<file path="src/rtl/tick_gen_pkg.sv">
// Shared constants and helpers for the multi-channel tick generator.
// Default clock rate, counter width and common terminal counts for typical rates.
package tick_gen_pkg;

  localparam int DEF_CLK_HZ = 100_000_000;
  localparam int DEF_CNT_W  = 27;

  localparam int TC_1HZ  = DEF_CLK_HZ - 1;
  localparam int TC_60HZ = DEF_CLK_HZ / 60 - 1;
  localparam int TC_4HZ  = DEF_CLK_HZ / 4 - 1;

  // Select width for a channel index, never narrower than one bit.
  function automatic int clog2_min1(input int n);
    return (n <= 1) ? 1 : $clog2(n);
  endfunction

endpackage

</file>
<file path="src/rtl/tick_chan.sv">
// One tick channel: a free-running counter with an active and a shadow terminal count.
// A new terminal count is staged in the shadow and swapped in only at a period boundary.
module tick_chan
  import tick_gen_pkg::*;
#(
  parameter int CNT_W      = DEF_CNT_W,
  parameter int DEFAULT_TC = TC_1HZ
) (
  input  logic             clk,
  input  logic             reset,
  input  logic             en,
  input  logic             sync,
  input  logic             we,
  input  logic [CNT_W-1:0] val,
  output logic             tick,
  output logic             level,
  output logic             pend
);

  localparam logic [CNT_W-1:0] TC_RST = CNT_W'(DEFAULT_TC);

  logic [CNT_W-1:0] r_cnt;
  logic [CNT_W-1:0] r_tc;
  logic [CNT_W-1:0] r_sh;
  logic             r_pend;
  logic             r_tick;
  logic             r_level;

  logic w_term;
  logic w_apply;

  // cnt above tc can only follow a tc change while disabled; treat it as terminal.
  assign w_term  = en && (r_cnt >= r_tc);
  // A staged count is applied at a boundary, or at once when the channel is idle.
  assign w_apply = r_pend && (!en || w_term);

  always_ff @(posedge clk) begin
    if (reset) begin
      r_cnt   <= '0;
      r_tc    <= TC_RST;
      r_sh    <= '0;
      r_pend  <= 1'b0;
      r_tick  <= 1'b0;
      r_level <= 1'b0;
    end else if (sync) begin
      r_cnt   <= '0;
      r_tick  <= 1'b0;
      r_level <= 1'b0;
      r_pend  <= 1'b0;
      if (we) begin
        r_tc <= val;
      end else if (r_pend) begin
        r_tc <= r_sh;
      end
    end else begin
      if (w_term) begin
        r_cnt   <= '0;
        r_tick  <= 1'b1;
        r_level <= ~r_level;
      end else if (en) begin
        r_cnt  <= r_cnt + CNT_W'(1);
        r_tick <= 1'b0;
      end else begin
        r_tick <= 1'b0;
      end

      if (w_apply) begin
        r_tc   <= r_sh;
        r_pend <= 1'b0;
      end

      // A write in the same cycle as an apply stages behind it.
      if (we) begin
        r_sh   <= val;
        r_pend <= 1'b1;
      end
    end
  end

  assign tick  = r_tick;
  assign level = r_level;
  assign pend  = r_pend;

endmodule

</file>
<file path="src/rtl/tick_gen_multi.sv">
// Multi-channel runtime-programmable tick generator.
// Decodes the shared terminal-count write bus and instantiates one tick_chan per channel.
module tick_gen_multi
  import tick_gen_pkg::*;
#(
  parameter int CLK_HZ     = DEF_CLK_HZ,
  parameter int NCH        = 4,
  parameter int CNT_W      = DEF_CNT_W,
  parameter int DEFAULT_TC = CLK_HZ - 1,
  parameter int SEL_W      = clog2_min1(NCH)
) (
  input  logic             clk,
  input  logic             reset,
  input  logic [NCH-1:0]   en,
  input  logic             sync,
  input  logic             tc_we,
  input  logic [SEL_W-1:0] tc_sel,
  input  logic [CNT_W-1:0] tc_val,
  output logic [NCH-1:0]   tick,
  output logic [NCH-1:0]   level,
  output logic [NCH-1:0]   pend
);

  logic [NCH-1:0] w_we;

  generate
    for (genvar gi = 0; gi < NCH; gi++) begin : g_chan
      // Selects at or above NCH match no channel and are dropped.
      assign w_we[gi] = tc_we && (tc_sel == SEL_W'(gi));

      tick_chan #(
        .CNT_W      (CNT_W),
        .DEFAULT_TC (DEFAULT_TC)
      ) u_chan (
        .clk   (clk),
        .reset (reset),
        .en    (en[gi]),
        .sync  (sync),
        .we    (w_we[gi]),
        .val   (tc_val),
        .tick  (tick[gi]),
        .level (level[gi]),
        .pend  (pend[gi])
      );
    end
  endgenerate

endmodule

</file>
<file path="config.mk">
export PLATFORM = sky130hd
export DESIGN_NAME = tick_gen_multi
export DESIGN_NICKNAME = d
export VERILOG_FILES = /design/src/rtl/tick_gen_pkg.sv /design/src/rtl/tick_chan.sv /design/src/rtl/tick_gen_multi.sv
export SDC_FILE = /design/constraint.sdc
export NUM_CORES = 1
export LEC_CHECK = 0
export CORE_MARGIN = 4
export CORE_UTILIZATION = 60
export CTS_BUF_LIST = sky130_fd_sc_hd__clkbuf_4 sky130_fd_sc_hd__clkbuf_8
export DETAILED_ROUTE_END_ITERATION = 10
export PLACE_DENSITY = 0.8
export SETUP_SLACK_MARGIN = 0.1
export SLEW_MARGIN = 20
export SYNTH_ARGS = -nofsm -noshare
export SYNTH_HDL_FRONTEND = slang
export SYNTH_HIERARCHICAL = 1
export SYNTH_SLANG_ARGS = --single-unit
export TNS_END_PERCENT = 50
</file>
<file path="constraint.sdc">
create_clock -name clk -period 7.3 [get_ports clk]
set_input_delay 1.46 -clock clk [delete_from_list [all_inputs] [get_ports clk]]
set_output_delay 1.46 -clock clk [all_outputs]
set_load 0.01 [all_outputs]
</file>
==> flow_summary_export.csv <==
group,metric,value,unit
placement,portBuffers,48,
cts,cts_tree,"done",
drt,ant_nets,0,
sta,rsz0062_at_grt,"no",
status,status,"complete, no violations",
logic_synthesis,ys.flop_type,"dfxtp_1",
drt,wirelength,48140,um
cts,path_clk_slew,0.06,ns
drt,via_count,16750,
setup_path,worstPathCellList,"clkdlybuf4s50_1 -> nor3b_2 -> nand2_1 -> buf_4 -> nand2b_1 -> nor2b_1 -> o41a_1 -> a211oi_1",
final_layout,final_cells,2723,
logic_synthesis,yosysWarnings,6,
logic_synthesis,netlist_area,18550,um^2
global_route,grt_max_degree,84,
die,die_area,33790,um^2
final_layout,fin_area,20220,um^2
setup_path,r2r_start,"g_chan[0].u_chan/r_tc[26]",
cts,clockBufferDepth,3,
drt,drc,0,
cts,cts_hold_buf,0,
final_layout,fill_cells,2533,
global_route,grt_pass1_wl,78270,um
power_and_ir_drop,p_leak,8.237,nW
run,maxCapViolCount,0,
cts,cts_root_buffer,"clkbuf_8",
cts,htree_levels,2,
logic_synthesis,synth_cell_types,55,
sta,setup_ws,2.826,ns
setup_path,crit_end,"g_chan[0].u_chan/r_tc[7]",
placement,dpl.hpwl,31630,um
sta,max_freq,0.2235,GHz
setup_path,path_max_fanout,28,
final_layout,multi_input_area,10620,um^2
logic_synthesis,synth-seq-cells,336,
sta,worstMarginPinSlew,1.087,ns
placement,gp_congestion,0.8515,
cts,cts.repair.resized,0,
setup_path,reg2reg_slack,3.63,ns
global_route,groute.usage.overall,27.35,%
logic_synthesis,synth_seq_area_share,36.27,%
setup_path,worstPathArrival,4.91,ns
sta,hold_viol_final,0,
global_route,grt_pass1_vias,15660,
placement,post_dp_cell_area,18980,um^2
final_layout,antenna-diode-count,0,
sta,slew_headroom,27.51,%
sta,slew_violations,0,
logic_synthesis,synth.most_common_cell,"nand2_1",
setup_path,cpPeakStageDelay,0.90,ns
final_layout,layout.nets,2432,
sta,final-setup-viol-count,0,
placement,dpl.cell_count,2621,
logic_synthesis,synth_top_area_cell,"dfxtp_1",
min_path,hold_path.class,"register to register",
die,start_util,60.79,%
logic_synthesis,synthTopCellsByCount,"nand2_1 (343), dfxtp_1 (336), nor3_1 (211)",
logic_synthesis,async_flop_share,0,%
drt,dr.pass1.iters,5,
global_route,grt_antenna_before_repair,0,
setup_path,critical_path_buf_inv_count,2,
drt,vias_per_cell,6.151,
sta,fin_crit_sh,61.28,%
power_and_ir_drop,power.density,196.9,nW/um^2
cts,cts_setup_buffers,0,
setup_path,path_class,"input pin to register",
cts,clock_sinks,336,
die,die_y,183.8,um
setup_path,cp-end-kind,"register",
placement,pre_cts_ws,2.297,ns
logic_synthesis,synth_nets,2471,
logic_synthesis,postSynthCellCount,2322,
die,die_x,183.8,um
cts,cts_buffers,56,
logic_synthesis,synth_top_area_share,36.27,%
cts,clock_latency,0.62,ns
setup_path,critPathLaunch,"tc_we",
final_layout,syn2layout_area_growth,8.999,%
sta,fin_skew,0.03070,ns
sta,min_period,4.474,ns
setup_path,rr_worst_depth,9,
setup_path,start_kind,"input pin",
drt,drt_iter0_markers,1565,
die,fp-row-count,64,
setup_path,cp.required,7.73,ns
power_and_ir_drop,vdd_ir_drop_max,147.8,uV
logic_synthesis,synthTopCellsByArea,"dfxtp_1 (36%), ha_1 (7.6%), nand2_1 (6.9%), nor3_1 (5.7%), nand3_1 (4.0%)",
setup_path,timing.rr.end,"g_chan[0].u_chan/level",
final_layout,seqCellArea,6726,um^2
setup_path,crit_cells,8,
die,io-pin-count,49,
drt,wl_per_cell,17.68,um
final_layout,drive_gt1_share,8.036,%
global_route,grt_overflow,0,
logic_synthesis,synth_area_per_cell,7.987,um^2
die,core_area,30510,um^2
setup_path,critical-path-top-delay-family,"simple AND/OR/NAND/NOR gates",
sta,finalSetupTns,0,ns
setup_path,crit_slowest_cell,"o41a_1",
logic_synthesis,synth_edf_count,0,
power by group:
part | internal [W] | total [W] | switching (W)
sequential | 0.00188 | 0.00190 | 0.0000229
combinational | 0.0000972 | 0.000303 | 0.000206
clock | 0.00101 | 0.00178 | 0.000769
worst register-to-register path, stage by stage, from the launching register on:
cell and delay, ns:
dfxtp_1 0.34, inv_1 0.09, ha_1 0.34, nand3_1 0.14
nor4_1 0.43, nand2_1 0.14, a21oi_2 0.74, buf_4 0.37
o21a_1 0.75, mux2i_1 0.26
per-layer routing:
metal	vias up	part of all wire (%)	GRT usage [%]	wire [um]
li1	8126	-	-	-
met1	7951	44	37.38	21020
met2	569	46	44.15	22290
met3	103	6.4	3.937	3083
met4	0	3.6	10.32	1743
met5	-	0	0	0
layout by cell type (no fill, tap or decap), types with 4 or more instances in the layout:
master           Yosys  layout
nor2b_1             10      10
ha_1               112     112
mux2i_1             58      58
clkbuf_8             0      73
a21o_1               8       8
a31o_2               5       5
a211oi_1            27      27
a211oi_2            22      22
and3_1              18      18
nand3b_1            46      46
clkinv_2             0       4
nand2_1            343     340
xnor2_1             33      33
nor2_2               0       5
o21ai_0             54      54
or3_1               42      42
and2_1              12      12
a21oi_1            146     146
o211ai_1            16      16
xor2_1              58      58
nor4_1              38      38
nor3_1             211     211
nand4b_1             6       6
and4_1              12      12
a221oi_1            39      39
inv_1              124     124
or2_2                4       4
clkdlybuf4s50_1      0      46
dfxtp_1            336     336
nor2_1             105     100
a221o_1             18      18
clkbuf_4             0      22
nand4_1             37      37
nand2b_1            10       9
buf_4                0      28
o41a_1               4       4
o21a_1              11      11
nand3_1            148     148
state kept, by name, indices dropped and copies added, names as in the netlist:
register / count
g_chan.u_chan/level: 4
g_chan.u_chan/pend: 4
g_chan.u_chan/r_cnt: 108
g_chan.u_chan/r_sh: 108
g_chan.u_chan/r_tc: 108
g_chan.u_chan/tick: 4
cell type report:
type	count	area share, %
Clock buffer	95	5.787
Tap cell	396	2.451
Multi-Input combinational cell	1689	52.53
Timing Repair Buffer	76	3.398
Inverter	124	2.302
Clock inverter	7	0.2538
Sequential cell	336	33.27
cells by family (layout without fill, tap and decap cells):
logic type / after synthesis / in the layout / synth area share (%)
AND/OR/NAND/NOR: 1056 / 1056 / 28.04
AO/OA/AOI/OAI: 372 / 372 / 14.11
flip-flops: 336 / 336 / 36.27
buffers and inverters: 297 / 302 / 6.591
adder cells (fa/ha/maj): 112 / 112 / 7.556
XOR/XNOR: 91 / 91 / 4.297
multiplexers: 58 / 58 / 3.130
how the worst min path moves through the flow:
| stage | start | endpoint | slack (ns) | cells after the start |
|---|---|---|---|---|
| 2_1_floorplan | g_chan[1].u_chan/r_sh[0] | g_chan[1].u_chan/r_sh[0] | 0.43 | 2 |
| 3_3_place_gp | g_chan[3].u_chan/r_sh[18] | g_chan[3].u_chan/r_sh[18] | 0.44 | 2 |
| 3_5_place_dp | g_chan[3].u_chan/r_sh[24] | g_chan[3].u_chan/r_sh[24] | 0.44 | 2 |
| 4_1_cts | g_chan[3].u_chan/r_sh[24] | g_chan[3].u_chan/r_sh[24] | 0.45 | 2 |
| 5_1_grt | g_chan[1].u_chan/r_sh[5] | g_chan[1].u_chan/r_sh[5] | 0.46 | 2 |
| 6_report | g_chan[3].u_chan/r_sh[24] | g_chan[3].u_chan/r_sh[24] | 0.45 | 2 |
metrics by stage:
step                total power, W  hold slack (ns)  utilization, %
floorplan                 0.002130           0.4311               -
global placement          0.002223           0.4366           62.23
detailed placement        0.002236           0.4415           62.23
CTS                       0.004007           0.4493           66.23
global route              0.004132           0.4597           66.26
finish                    0.003981           0.4495           66.26
No activity file was read; power rests on OpenSTA's default activity.
